## config.mk

```make
export PLATFORM = sky130hd
export DESIGN_NAME = ibex_rf_writeback
export DESIGN_NICKNAME = d
export VERILOG_FILES = /design/src/rtl/ibex_rf_writeback.sv
export SDC_FILE = /design/constraint.sdc
export NUM_CORES = 1
export LEC_CHECK = 0
export BUFFER_PORTS_ARGS = -buffer_cell sky130_fd_sc_hd__clkbuf_2
export CAP_MARGIN = 20
export CELL_PAD_IN_SITES_DETAIL_PLACEMENT = 0
export CELL_PAD_IN_SITES_GLOBAL_PLACEMENT = 1
export CORE_MARGIN = 5
export CORE_UTILIZATION = 24
export DETAILED_ROUTE_END_ITERATION = 8
export GPL_ROUTABILITY_DRIVEN = 0
export PLACE_DENSITY = 0.86
export SYNTH_ARGS = -nofsm -noshare
export SYNTH_HDL_FRONTEND = slang
export SYNTH_SLANG_ARGS = --single-unit
```

## constraint.sdc

```tcl
create_clock -name clk_i -period 4.4 [get_ports clk_i]
set_input_delay 0 -clock clk_i [delete_from_list [all_inputs] [get_ports clk_i]]
set_output_delay 0 -clock clk_i [all_outputs]
set_load 0.01 [all_outputs]
```

## src/rtl/ibex_rf_writeback.sv

```systemverilog
// ibex_rf_writeback: arbitrates execute results and in-order load responses onto the register-file write port
// Ports: clk_i/rst_ni clock and asynchronous active-low reset; ex_* execute result handshake;
//   lsu_req_* load issue (destination enters the pending FIFO); lsu_rvalid_i/lsu_rdata_i in-order load data;
//   rf_waddr_o/rf_wdata_o/rf_we_o register-file write port; rf_busy_o per-register outstanding-load scoreboard.
// Define IBEX_RF_WB_REG_OUT_EN to present the write port from flops, one cycle after acceptance.
module ibex_rf_writeback #(
  parameter bit RV32E = 1'b0,
  parameter int DataWidth = 32,
  parameter int PendDepth = 2,
  localparam int NUM_WORDS = RV32E ? 16 : 32
) (
  input  logic                 clk_i,
  input  logic                 rst_ni,
  input  logic                 ex_valid_i,
  output logic                 ex_ready_o,
  input  logic [4:0]           ex_waddr_i,
  input  logic [DataWidth-1:0] ex_wdata_i,
  input  logic                 lsu_req_i,
  output logic                 lsu_req_ready_o,
  input  logic [4:0]           lsu_req_waddr_i,
  input  logic                 lsu_rvalid_i,
  input  logic [DataWidth-1:0] lsu_rdata_i,
  output logic [4:0]           rf_waddr_o,
  output logic [DataWidth-1:0] rf_wdata_o,
  output logic                 rf_we_o,
  output logic [NUM_WORDS-1:0] rf_busy_o
);
  localparam int PW = PendDepth > 1 ? $clog2(PendDepth) : 1;
  localparam int CW = $clog2(PendDepth + 1);
  localparam logic [4:0] AMASK = RV32E ? 5'h0f : 5'h1f;
  logic [4:0] fifo_q [PendDepth];
  logic [PW-1:0] rptr_q, wptr_q;
  logic [CW-1:0] cnt_q;
  logic pop, push, ex_acc, sel_valid, sel_we, stg_v;
  logic [4:0] head, sel_addr, stg_addr;
  logic [DataWidth-1:0] sel_data;
  assign head = fifo_q[rptr_q] & AMASK;
  // A response with nothing outstanding is a protocol violation and is ignored entirely.
  assign pop = lsu_rvalid_i && cnt_q != '0;
  assign lsu_req_ready_o = cnt_q < CW'(PendDepth) || pop;
  assign push = lsu_req_i && lsu_req_ready_o;
  assign ex_ready_o = !pop;
  assign ex_acc = ex_valid_i && !pop;
  assign sel_valid = pop || ex_acc;
  assign sel_addr = !sel_valid ? '0 : pop ? head : ex_waddr_i & AMASK;
  assign sel_data = !sel_valid ? '0 : pop ? lsu_rdata_i : ex_wdata_i;
  assign sel_we = sel_valid && sel_addr != '0;
  always_ff @(posedge clk_i or negedge rst_ni) begin
    if (!rst_ni) begin
      for (int i = 0; i < PendDepth; i++) fifo_q[i] <= '0;
      rptr_q <= '0;
      wptr_q <= '0;
      cnt_q <= '0;
    end else begin
      if (push) fifo_q[wptr_q] <= lsu_req_waddr_i;
      if (push) wptr_q <= wptr_q == PW'(PendDepth - 1) ? '0 : wptr_q + 1'b1;
      if (pop) rptr_q <= rptr_q == PW'(PendDepth - 1) ? '0 : rptr_q + 1'b1;
      cnt_q <= cnt_q + CW'(push) - CW'(pop);
    end
  end
  // Entry i is live when its distance from the read pointer is below the count.
  always_comb begin
    rf_busy_o = '0;
    for (int r = 1; r < NUM_WORDS; r++) begin
      for (int i = 0; i < PendDepth; i++)
        if ((i + PendDepth - int'(rptr_q)) % PendDepth < int'(cnt_q) && (fifo_q[i] & AMASK) == 5'(r))
          rf_busy_o[r] = 1'b1;
      if (stg_v && stg_addr == 5'(r)) rf_busy_o[r] = 1'b1;
    end
  end
`ifdef IBEX_RF_WB_REG_OUT_EN
  logic we_q, ld_q;
  logic [4:0] waddr_q;
  logic [DataWidth-1:0] wdata_q;
  always_ff @(posedge clk_i or negedge rst_ni) begin
    if (!rst_ni) begin
      we_q <= 1'b0;
      ld_q <= 1'b0;
      waddr_q <= '0;
      wdata_q <= '0;
    end else begin
      we_q <= sel_we;
      ld_q <= pop;
      waddr_q <= sel_addr;
      wdata_q <= sel_data;
    end
  end
  // A staged load keeps its register busy until the register file has actually taken it.
  assign stg_v = ld_q;
  assign stg_addr = waddr_q;
  assign rf_we_o = we_q;
  assign rf_waddr_o = waddr_q;
  assign rf_wdata_o = wdata_q;
`else
  assign stg_v = 1'b0;
  assign stg_addr = '0;
  assign rf_we_o = sel_we;
  assign rf_waddr_o = sel_addr;
  assign rf_wdata_o = sel_data;
`endif
endmodule
```

[Yosys cells after proc, flatten, opt, wreduce, memory -nomap -nowiden]
Cells that the tools add are included.
Cells by class
  add/sub/neg operators: 6
  multipliers: 0
  div/mod/pow operators: 0
  order comparisons: 6
  equality and inequality tests: 62
  shift operators: 0
  mux-type cells: 74
  bitwise operators: 4
  reduce and logical (&&, ||, !) cells: 72
Operators by type and width (count)
  $eq A5 B5 Y1 const B: 32
  $eq A5 B4 Y1 const B: 16
  $logic_and A1 B1 Y1: 67
  $mux W1: 64
  $mux W32: 2
  $eq A5 B3 Y1 const B: 8
  $mux W5: 6
  $eq A5 B2 Y1 const B: 4
  $bwmux W10: 1
  $eq A5 B1 Y1 const B: 2
  $lt A2 B3 Y1: 2
  $sub A2 B1 Y3 const A: 2
  $demux W5 S1: 1
  $reduce_bool A5 Y1: 1
  $ge A2 B2 Y1 const B: 2
  $not A1 Y2: 2
  $add A1 B1 Y1 const B: 2
  $add A2 B1 Y2: 1
  $and A1 B1 Y1: 2
  $logic_or A1 B1 Y1: 2
  $lt A2 B1 Y1 const B: 1
  $lt A2 B2 Y1 const B: 1
  $reduce_bool A2 Y1: 1
  $sub A2 B1 Y2: 1
  $logic_not A1 Y1: 1
Storage, ports and cells
  register bits after elaboration: 14
  latch bits: 0
  RAM bits: 0
  ROM bits: 0
  logic and storage cells: 229
  memories: 0

[Depth between registers and ports, before layout]
Gate-level depths: netlist of the first run.
  depth after elaboration: 8
  gate-level depth with buffers: 8
  depth with buffers taken out: 7

[Worst setup path before layout of the first run]
Ideal clock, no wire load.
  kind: reg2reg
  start point: register cnt_q[1]
  end point: register cnt_q[1]
  setup time: 124 ps
  arrival: 1520 ps
  setup slack: 2756 ps
  cell stages (with the launch flop): 9
  path buffers: 1
  cells stage by stage: dfrtp_1 > o21a_2 > buf_6 > inv_2 > nor2_1 > o21bai_1 > ha_1 > xnor2_1 > xnor2_1
Between the ends
  cells in the longest elaborated chain, start to end: 6
  elaborated cells between the ends (all ways): 7
  those cells by class: add/sub (2); order compare (1); reduce/logical (4)
RTL lines
  start: declaration: line 33  | logic [CW-1:0] cnt_q;
  start signal: assignment: line 58  | cnt_q <= cnt_q + CW'(push) - CW'(pop);
  branches (longest 5 deep; another with $lt A2 B2 Y1)
  $sub A2 B1 Y2 *: line 58
Every way passes the cells marked *.
A chain may end at the register's enable or synchronous reset.

[Worst setup path after layout of the first run]
Ends and elaborated chain as after synthesis.

==> impl_metrics.yaml, run 1 <==
die:
  fp.dieArea_sq_mm: 0.00816
  die_width_um: 90.3
  standard_cell_row_count: 29
  dieHeight_um: 90.3
  boundaryPins: 151
  core_area_sq_mm: 0.00631
  initial_util_pct: 24.5
worst_setup_path:
  highest_delay_cell_along_the_critical_path: "sky130_fd_sc_hd__o21a_2"
  max_stage_delay_ns: 0.65
  critical_path.most_common_cell: "sky130_fd_sc_hd__xnor2_1"
  regToRegStartpoint: "cnt_q[1]"
  worstPathBufferInverterCount: 1
  critical_path.cell_chain: "o21a_2, inv_2, nor2_1, o21bai_1, ha_1, xnor2_1, xnor2_1"
  endpoint_class_of_the_critical_path: "register"
  cp_data_arrival_time_ns: 2.66
  startpoint_type: "register"
  path_delay_family: "compound AO/OA/AOI/OAI gates"
  startpoint: "cnt_q[1]"
  required_ns: 4.56
  timing_worst_setup_path_type: "reg2reg"
  cp_max_fo: 38
clock_network:
  cts_setup_buffers: 0
  cts_tree: "done"
  clockBufferDepth: 2
  clkLatencyLatePin_ns: 0.24
  number_of_clock_sinks: 14
  cts-htree-levels: 1
  clk_slew_on_worst_s_h_paths_ns: 0.05
  cts_resized: 0
  clock-root-buffer: "sky130_fd_sc_hd__clkbuf_8"
  cts_inserted_buffers: 3
  total_of_hold_buffers_inserted_after_clock_tree_synthesis: 2
layout:
  final_common_cell: "sky130_fd_sc_hd__clkbuf_2"
  area_delta_synth_final_pct: 52.6
  final_nets: 454
  most_frequent_cells_in_the_layout: "sky130_fd_sc_hd__clkbuf_2, sky130_fd_sc_hd__nand2_1, sky130_fd_sc_hd__nand3_1"
  antenna_cells_inserted: 0
  ratio_of_cells_with_drive_above_1_in_the_final_layout_pct: 44.9
  filler_cell_count: 707
  layout.core_utilization_pct: 37.4
synthesis:
  synth_enable_flop_cells: 0
  synth_async_sr_flop_share_pct: 100
  avgSynthCellArea_sq_um: 6.54
  synth_seq_area_share_pct: 22.6
  netlist_instances: 237
  yosysWarningCount: 0
  synth.ff_latch_count: 14
  synth_top_flop_cell: "sky130_fd_sc_hd__dfrtp_1"
  syn_area_sq_mm: 0.00155
  synth.lib_cells_used.distinct: 26
  postSynthNetCount: 317
detailed_routing:
  drtPass1Iterations: 6
  antenna_violating_nets_post_route: 0
  drc: 0
  dr_wl_met3_um: 420
  vias: 2182
  met2RoutedLength_mm: 3.36
  highest_layer: "met4"
  drtIter0Drc: 124
  finalWirelength_mm: 6.34
  route.detailed.vias_per_inst: 4.86
  routedWlPerCell_um: 14.1
  wl_met1_mm: 2.52
timing:
  slew_viol_final: 0
  setup_total_negative_slack_ns: 0
  period_minus_slack_ns: 2.49
  timing.hold.ws_ns: 0.00700
  layout_worst_path_cycle_share_pct: 56.7
  hold_viol_final: 0
  rsz_0062_raised_after_global_routing: "no"
  max_slew.worst_pin.slew_ns: 0.741
  setup_violations: 0
  fin_skew_ns: 0.00204
  max_freq_mhz: 401
  worst_slew_margin_rel_pct: 50.6
flow_run:
  timing.max_cap.violations: 0
place:
  hpwlAfterDp_mm: 5.18
  number_of_port_buffers: 149
pwr:
  power_leakage_uw: 0.00133
  totalPowerFinal_uw: 1320
  power_density_over_the_cells_mw_per_mm2: 557
  ir_drop_v: 0.000365
outcome:
  outcome: "finished clean"
grt:
  grt_overflow_total: 0
  grt_antenna_before_repair: 0
  grt_pass1_vias: 2065
  grt_max_degree: 39
  globalRouteTotalUtil_pct: 14.4
  grt_first_pass_wirelength_mm: 10.0
worst_hold_path:
  class_of_the_most_critical_hold_timing_path: "in2reg"
  holdCritStartpoint: "lsu_req_waddr_i[1]"
-- where the power goes --
group	internal (uW)	leakage, uW	switching (uW)
clock network	60.5	0.0000216	41.6
logic	374	0.00114	542
registers	197	0.000164	104
-- synthesized netlist by cell type, types with 5 or more instances --
| cell | n | area (sq um) |
|---|---|---|
| sky130_fd_sc_hd__buf_2 | 5 | 25.0 |
| sky130_fd_sc_hd__clkbuf_1 | 8 | 30.0 |
| sky130_fd_sc_hd__dfrtp_1 | 14 | 350 |
| sky130_fd_sc_hd__mux2_2 | 10 | 113 |
| sky130_fd_sc_hd__mux2i_1 | 9 | 90.1 |
| sky130_fd_sc_hd__nand2_1 | 83 | 312 |
| sky130_fd_sc_hd__nand2b_1 | 6 | 37.5 |
| sky130_fd_sc_hd__nand3_1 | 38 | 190 |
| sky130_fd_sc_hd__nor2_1 | 5 | 18.8 |
| sky130_fd_sc_hd__nor2b_1 | 6 | 37.5 |
| sky130_fd_sc_hd__o22ai_1 | 31 | 194 |
-- registers in the layout, summed over array words and instances, names as in the netlist --
name	flops
fifo_q	10
wptr_q	1
cnt_q	2
rptr_q	1
-- path summary, 6_finish.rpt --
path	end	slack (ns)	cells after the start
hold reg to reg	wptr_q	0.50	1
max in group asynchronous	fifo_q[7]	3.96	2
setup reg to reg	cnt_q[1]	1.91	7
hold / removal	fifo_q[6]	0.007	2
min in group asynchronous	fifo_q[4]	0.19	2
setup / recovery	cnt_q[1]	1.91	7
-- cell families after synthesis --
logic type                 Yosys count  share of synthesized area (%)
AOI/OAI and AO/OA                   37                           15.3
xor gates and xnor gates             4                           2.26
adders and majority gates            1                          0.808
buffers and inverters               20                           5.98
DFF                                 14                           22.6
muxes                               19                           13.1
other                                1                          0.242
and+or+nand+nor                    141                           39.7
-- metal layers --
metal	up-vias	track usage [%]
met1	979	17.2
met2	95	27.0
met3	8	2.67
li1	1100	-
met5	-	0
met4	0	1.86
-- layout make-up --
cell class	instances	area, sq um	area share [%]
inverter	1	3.75	0.159
sequential	14	350	14.8
tap	77	96.3	4.08
clock buffer	3	41.3	1.75
multi-input combinational	203	1110	46.8
timing repair buffer	151	766	32.4
-- stage by stage --
stage,area [sq um],worst slack [ns],cells
floorplan,1550,2.76,237
global route,2360,1.64,449
finish,2360,1.91,449
detailed placement,2300,1.93,444
global placement,2300,1.97,444
CTS,2360,1.89,449
Note: power is estimated with default switching activity, not from simulation.
==> inputs of run 2 (changes only) <==
Settings changed: ABC_AREA from default to 1, PLACE_DENSITY 0.86 to 0.82.
Clock period 4.4 ns to 2.4 ns, I/O delays scaled along.
==> run 2 against run 1 <==
Net effect: final cell count up 26%; combinational power up 100%; clock-buffer cell count unchanged; non-clock buffer count up 6; cell area up 14%; first-iteration DRC count down 8.9%; synthesized cell count up 36%; power up 95%; clock skew up 0.0025 ns; largest power group unchanged; sequential cell count unchanged.
==> impl_metrics.yaml, run 2 <==
place:
  number_of_port_buffers: 149
  hpwlAfterDp_mm: 5.82
synthesis:
  synth_top_area_share_pct: 34.1
  syn_area_sq_mm: 0.00183
  synth.largest_area_cell: "sky130_fd_sc_hd__nand2_1"
  netlist_instances: 323
  synth_async_sr_flop_share_pct: 100
  avgSynthCellArea_sq_um: 5.66
  synth.lib_cells_used.distinct: 24
  synthTopCellsByArea: "sky130_fd_sc_hd__nand2_1, sky130_fd_sc_hd__dfrtp_1, sky130_fd_sc_hd__o21ai_0"
  synth.ff_latch_count: 14
  commonest_cells_in_the_synthesized_netlist: "sky130_fd_sc_hd__nand2_1, sky130_fd_sc_hd__o21ai_0, sky130_fd_sc_hd__inv_1"
  yosysWarningCount: 0
  postSynthNetCount: 403
  synth_seq_area_share_pct: 19.2
  post-synth-top-count-cell: "sky130_fd_sc_hd__nand2_1"
  synth_top_flop_cell: "sky130_fd_sc_hd__dfrtp_1"
  synth_enable_flop_cells: 0
die:
  fp.dieArea_sq_mm: 0.00946
  dieHeight_um: 97.3
  die_width_um: 97.3
  standard_cell_row_count: 31
  core_area_sq_mm: 0.00733
  boundaryPins: 151
  initial_util_pct: 24.9
pwr:
  ir_drop_v: 0.000601
  power_density_over_the_cells_mw_per_mm2: 955
  power_leakage_uw: 0.00152
detailed_routing:
  route.detailed.vias_per_inst: 4.52
  drtIter0Drc: 113
  routedWlPerCell_um: 12.6
  vias: 2552
  drc: 0
  drtPass1Iterations: 4
  finalWirelength_mm: 7.09
  antenna_violating_nets_post_route: 0
clock_network:
  clockBufferDepth: 2
  total_of_hold_buffers_inserted_after_clock_tree_synthesis: 6
  cts_tree: "done"
  number_of_clock_sinks: 14
  cts_setup_buffers: 0
  cts_resized: 0
  clk_slew_on_worst_s_h_paths_ns: 0.05
  cts-htree-levels: 1
  clkLatencyLatePin_ns: 0.24
  cts_inserted_buffers: 3
  clock-root-buffer: "sky130_fd_sc_hd__clkbuf_8"
grt:
  grt_antenna_before_repair: 0
  grt_pass1_vias: 2422
  grt_max_degree: 58
  grt_overflow_total: 0
  globalRouteTotalUtil_pct: 14.1
  grt_first_pass_wirelength_mm: 11.4
worst_setup_path:
  required_ns: 2.52
  endpoint_class_of_the_critical_path: "register"
  max_stage_delay_ns: 0.45
  highest_delay_cell_along_the_critical_path: "sky130_fd_sc_hd__dfrtp_1"
  critical_path.most_common_cell: "sky130_fd_sc_hd__nand2_1"
  cp_data_arrival_time_ns: 2.04
  cp_max_fo: 11
  timing_worst_setup_path_type: "reg2reg"
  startpoint_type: "register"
  critical_path.cell_chain: "o21ai_2, nand2_1, nand2_2, inv_2, nand2_1, nand2_1, ha_1, xnor2_1, xor2_1"
layout:
  max_flop_register: "fifo_q"
  filler_cell_count: 821
  area_delta_synth_final_pct: 46.9
  final_common_cell: "sky130_fd_sc_hd__nand2_1"
  most_frequent_cells_in_the_layout: "sky130_fd_sc_hd__nand2_1, sky130_fd_sc_hd__clkbuf_2, sky130_fd_sc_hd__o21ai_0"
  ratio_of_cells_with_drive_above_1_in_the_final_layout_pct: 38.7
  largest_reg_flops: 10
  final_nets: 547
  antenna_cells_inserted: 0
  reg.largest.list: "fifo_q: 10 flops, cnt_q: 2 flops"
timing:
  layout_worst_path_cycle_share_pct: 80.0
  setup_violations: 0
  rsz_0062_raised_after_global_routing: "no"
  hold_viol_final: 0
  max_freq_mhz: 521
  slew_viol_final: 0
  setup_total_negative_slack_ns: 0
  period_minus_slack_ns: 1.92
  fin_skew_ns: 0.00450
  timing.hold.ws_ns: 0.0967
flow_run:
  timing.max_cap.violations: 0
worst_hold_path:
  class_of_the_most_critical_hold_timing_path: "in2reg"
outcome:
  outcome: "finished clean"
==> run 2: changes by cell type after synthesis, sizes merged, moves of 10 or more <==
cell	before	now
mux2	10	0
nor2	5	17
o21ai	1	38
nand2	83	172
inv	1	25
nand3	38	1
==> run 2: where the power goes <==
group          leakage (uW)  total [uW]  switching [uW]  internal, uW
Sequential         0.000171         533             180           353
Clock             0.0000216         184            73.5           111
Combinational       0.00132        1850            1230           617
Total               0.00152        2560            1480          1080
==> run 2: layout make-up <==
cell class	instances	area, sq um	share of cell area, %
flip-flops and latches	14	350	13.0
multi-input cells	265	1250	46.6
inverters	26	97.6	3.63
repair buffers	157	821	30.6
well taps	99	124	4.61
clock buffers	3	41.3	1.54
==> run 2: logic make-up after synthesis <==
logic type / share of synthesized area, %
AND/OR/NAND/NOR: 41.1
AO/OA/AOI/OAI: 25.1
buffers and inverters: 12.4
flip-flops: 19.2
XOR/XNOR: 1.44
adder cells (fa/ha/maj): 0.684
other: 0.205
==> run 2: through the flow <==
stage | cell area [sq um] | power, uW | util, % | instances | setup slack [ns]
CTS | 2690 | 2590 | 36.6 | 564 | 0.473
global route | 2690 | 2840 | 36.6 | 564 | 0.310
global placement | 2580 | 2350 | 35.2 | 555 | 0.583
detailed placement | 2580 | 2390 | 35.2 | 555 | 0.490
floorplan | 1830 | 1830 | - | 323 | 0.836
finish | 2690 | 2560 | 36.6 | 564 | 0.481
==> run 2: worst max-delay path: cells and delay by family, from the launching register on <==
family	cells	cell delay, ns
flops	1	0.45
simple gates	4	0.42
compound gates	1	0.39
xor+xnor	2	0.30
fa+ha+maj	1	0.18
buf+inv	1	0.06
==> run 2: layer usage <==
metal	track usage, %	vias to the layer above	wire, um	share of wire, %
met5	0	-	0	0
met4	3.51	0	91	1.3
met3	1.51	8	379	5.3
met2	25.2	83	3530	50
met1	18.2	1140	3090	44
li1	-	1321	-	-
==> run 2: path summary, 6_finish.rpt <==
path / cells after the start / slack [ns] / startpoint / endpoint
worst min-delay path: 3 / 0.1 / lsu_req_i / cnt_q[1]
worst max-delay path: 9 / 0.48 / cnt_q[1] / cnt_q[1]
worst max register to register: 9 / 0.48 / cnt_q[1] / cnt_q[1]
min in group asynchronous: 2 / 0.21 / rst_ni / fifo_q[1]
max in group asynchronous: 2 / 1.93 / rst_ni / fifo_q[5]
worst min register to register: 2 / 0.54 / fifo_q[9] / fifo_q[9]
==> inputs of run 3 (changes only) <==
Clock period 2.4 ns to 1.82 ns, I/O delays scaled along.
==> run 3 against run 2 <==
Net effect: first-iteration DRC count down 28%; power up 36%; clock power up 63%.
==> impl_metrics.yaml, run 3 (same netlist as run 2, synthesis figures left out) <==
timing:
  setup_violations: 0
  fin_skew_ns: 0.000787
  max_freq_mhz: 585
  setup_total_negative_slack_ns: 0
  timing.hold.ws_ns: 0.0925
  slew_viol_final: 0
  hold_viol_final: 0
  period_minus_slack_ns: 1.71
  layout_worst_path_cycle_share_pct: 93.9
  rsz_0062_raised_after_global_routing: "no"
detailed_routing:
  vias: 2535
  route.detailed.vias_per_inst: 4.46
  antenna_violating_nets_post_route: 0
  drtIter0Drc: 81
  drc: 0
  finalWirelength_mm: 6.95
  drtPass1Iterations: 4
  routedWlPerCell_um: 12.2
worst_setup_path:
  cp_data_arrival_time_ns: 1.71
  cp_max_fo: 15
  regToRegStartpoint: "cnt_q[1]"
  timing_worst_setup_path_type: "reg2out"
  required_ns: 1.82
  worstReg2RegEnd: "cnt_q[1]"
  endpoint_class_of_the_critical_path: "output pin"
  r2r.worst_path.cells: 9
  r2r_slack_ns: 0.24
  startpoint_type: "register"
clock_network:
  clock-root-buffer: "sky130_fd_sc_hd__clkbuf_8"
  cts_tree: "done"
  clkLatencyLatePin_ns: 0.24
  cts-htree-levels: 1
  clk_slew_on_worst_s_h_paths_ns: 0.06
  cts_inserted_buffers: 3
  clockBufferDepth: 2
  number_of_clock_sinks: 14
die:
  core_area_sq_mm: 0.00733
  initial_util_pct: 24.9
  fp.dieArea_sq_mm: 0.00946
  boundaryPins: 151
  die_width_um: 97.3
  standard_cell_row_count: 31
  dieHeight_um: 97.3
layout:
  final_nets: 550
  most_frequent_cells_in_the_layout: "sky130_fd_sc_hd__nand2_1, sky130_fd_sc_hd__clkbuf_2, sky130_fd_sc_hd__o21ai_0"
  area_delta_synth_final_pct: 49.8
  filler_cell_count: 809
  reg.largest.list: "fifo_q: 10 flops, cnt_q: 2 flops"
  ratio_of_cells_with_drive_above_1_in_the_final_layout_pct: 39.2
  final_common_cell: "sky130_fd_sc_hd__nand2_1"
  antenna_cells_inserted: 0
  largest_reg_flops: 10
  max_flop_register: "fifo_q"
grt:
  grt_pass1_vias: 2406
  grt_overflow_total: 0
  grt_antenna_before_repair: 0
  globalRouteTotalUtil_pct: 13.9
  grt_max_degree: 35
  grt_first_pass_wirelength_mm: 11.4
worst_hold_path:
  hold-path-cell-count: 4
  whs_endpoint: "wptr_q"
  class_of_the_most_critical_hold_timing_path: "in2reg"
  holdCritStartpoint: "lsu_req_i"
pwr:
  ir_drop_v: 0.000658
  power_leakage_uw: 0.00155
  power_density_over_the_cells_mw_per_mm2: 1270
flow_run:
  timing.max_cap.violations: 0
outcome:
  outcome: "finished clean"
place:
  number_of_port_buffers: 149
  hpwlAfterDp_mm: 5.73
## run 3: cell count changes in the layout (fill, tap and decap cells not counted), sizes merged
| cell | delta |
|---|---|
| buf | +3 |
| clkbuf | +1 |
## run 3: worst max-delay path, cell delays in order, from the launching register on
cell and delay, ns:
sky130_fd_sc_hd__dfrtp_1 0.50, sky130_fd_sc_hd__inv_2 0.12, sky130_fd_sc_hd__o21ai_2 0.21, sky130_fd_sc_hd__nand2_2 0.22
sky130_fd_sc_hd__o22ai_1 0.24, sky130_fd_sc_hd__clkbuf_2 0.18
## run 3: area by class of cell
class	instances	area, sq um	share of cell area (%)
multi-input combinational	265	1260	45.9
clock buffer	4	55.1	2.01
sequential	14	350	12.8
inverter	26	97.6	3.56
tap	99	124	4.52
timing repair buffer	160	856	31.2
## run 3: stage by stage
| stage | worst slack (ns) | instances | area [sq um] | power [uW] | util, % |
|---|---|---|---|---|---|
| 2_1_floorplan | 0.256 | 323 | 1830 | 2410 | - |
| 3_3_place_gp | 0.278 | 557 | 2610 | 3140 | 35.6 |
| 3_5_place_dp | 0.240 | 557 | 2610 | 3160 | 35.6 |
| 4_1_cts | 0.0799 | 567 | 2730 | 3480 | 37.2 |
| 5_1_grt | 0.0117 | 568 | 2740 | 3850 | 37.4 |
| 6_report | 0.111 | 568 | 2740 | 3490 | 37.4 |
## run 3: power breakdown
part	leakage, uW	total (uW)	internal, uW	switching, uW
clock network	0.0000288	300	192	108
registers	0.000171	706	465	241
logic	0.00135	2490	862	1620
## run 3: timing repair
action                                  CTS  global route
setup buffers                             0             1
resized for setup                         0             1
endpoints found under the setup margin    0            19
hold buffers                              6             0
hold endpoints to repair                 24             0
## run 3: layer usage
layer  share of wire (%)  global-route usage, %  vias to the layer above  routed length [um]
li1                    -                      -                     1327                   -
met1                  44                   18.2                     1120                3060
met2                  49                   24.4                       82                3390
met3                 6.3                   2.15                        6                 441
met4                0.95                   2.66                        0                  66
met5                   0                      0                        -                   0
## run 3: how the worst max path moves through the flow
stage / startpoint / end / slack [ns]
floorplan: cnt_q[1] / cnt_q[1] / 0.26
global placement: cnt_q[1] / cnt_q[1] / 0.28
detailed placement: cnt_q[1] / cnt_q[1] / 0.24
CTS: cnt_q[1] / rf_wdata_o[23] / 0.08
global route: rptr_q / rf_busy_o[19] / 0.01
finish: rptr_q / rf_busy_o[3] / 0.11
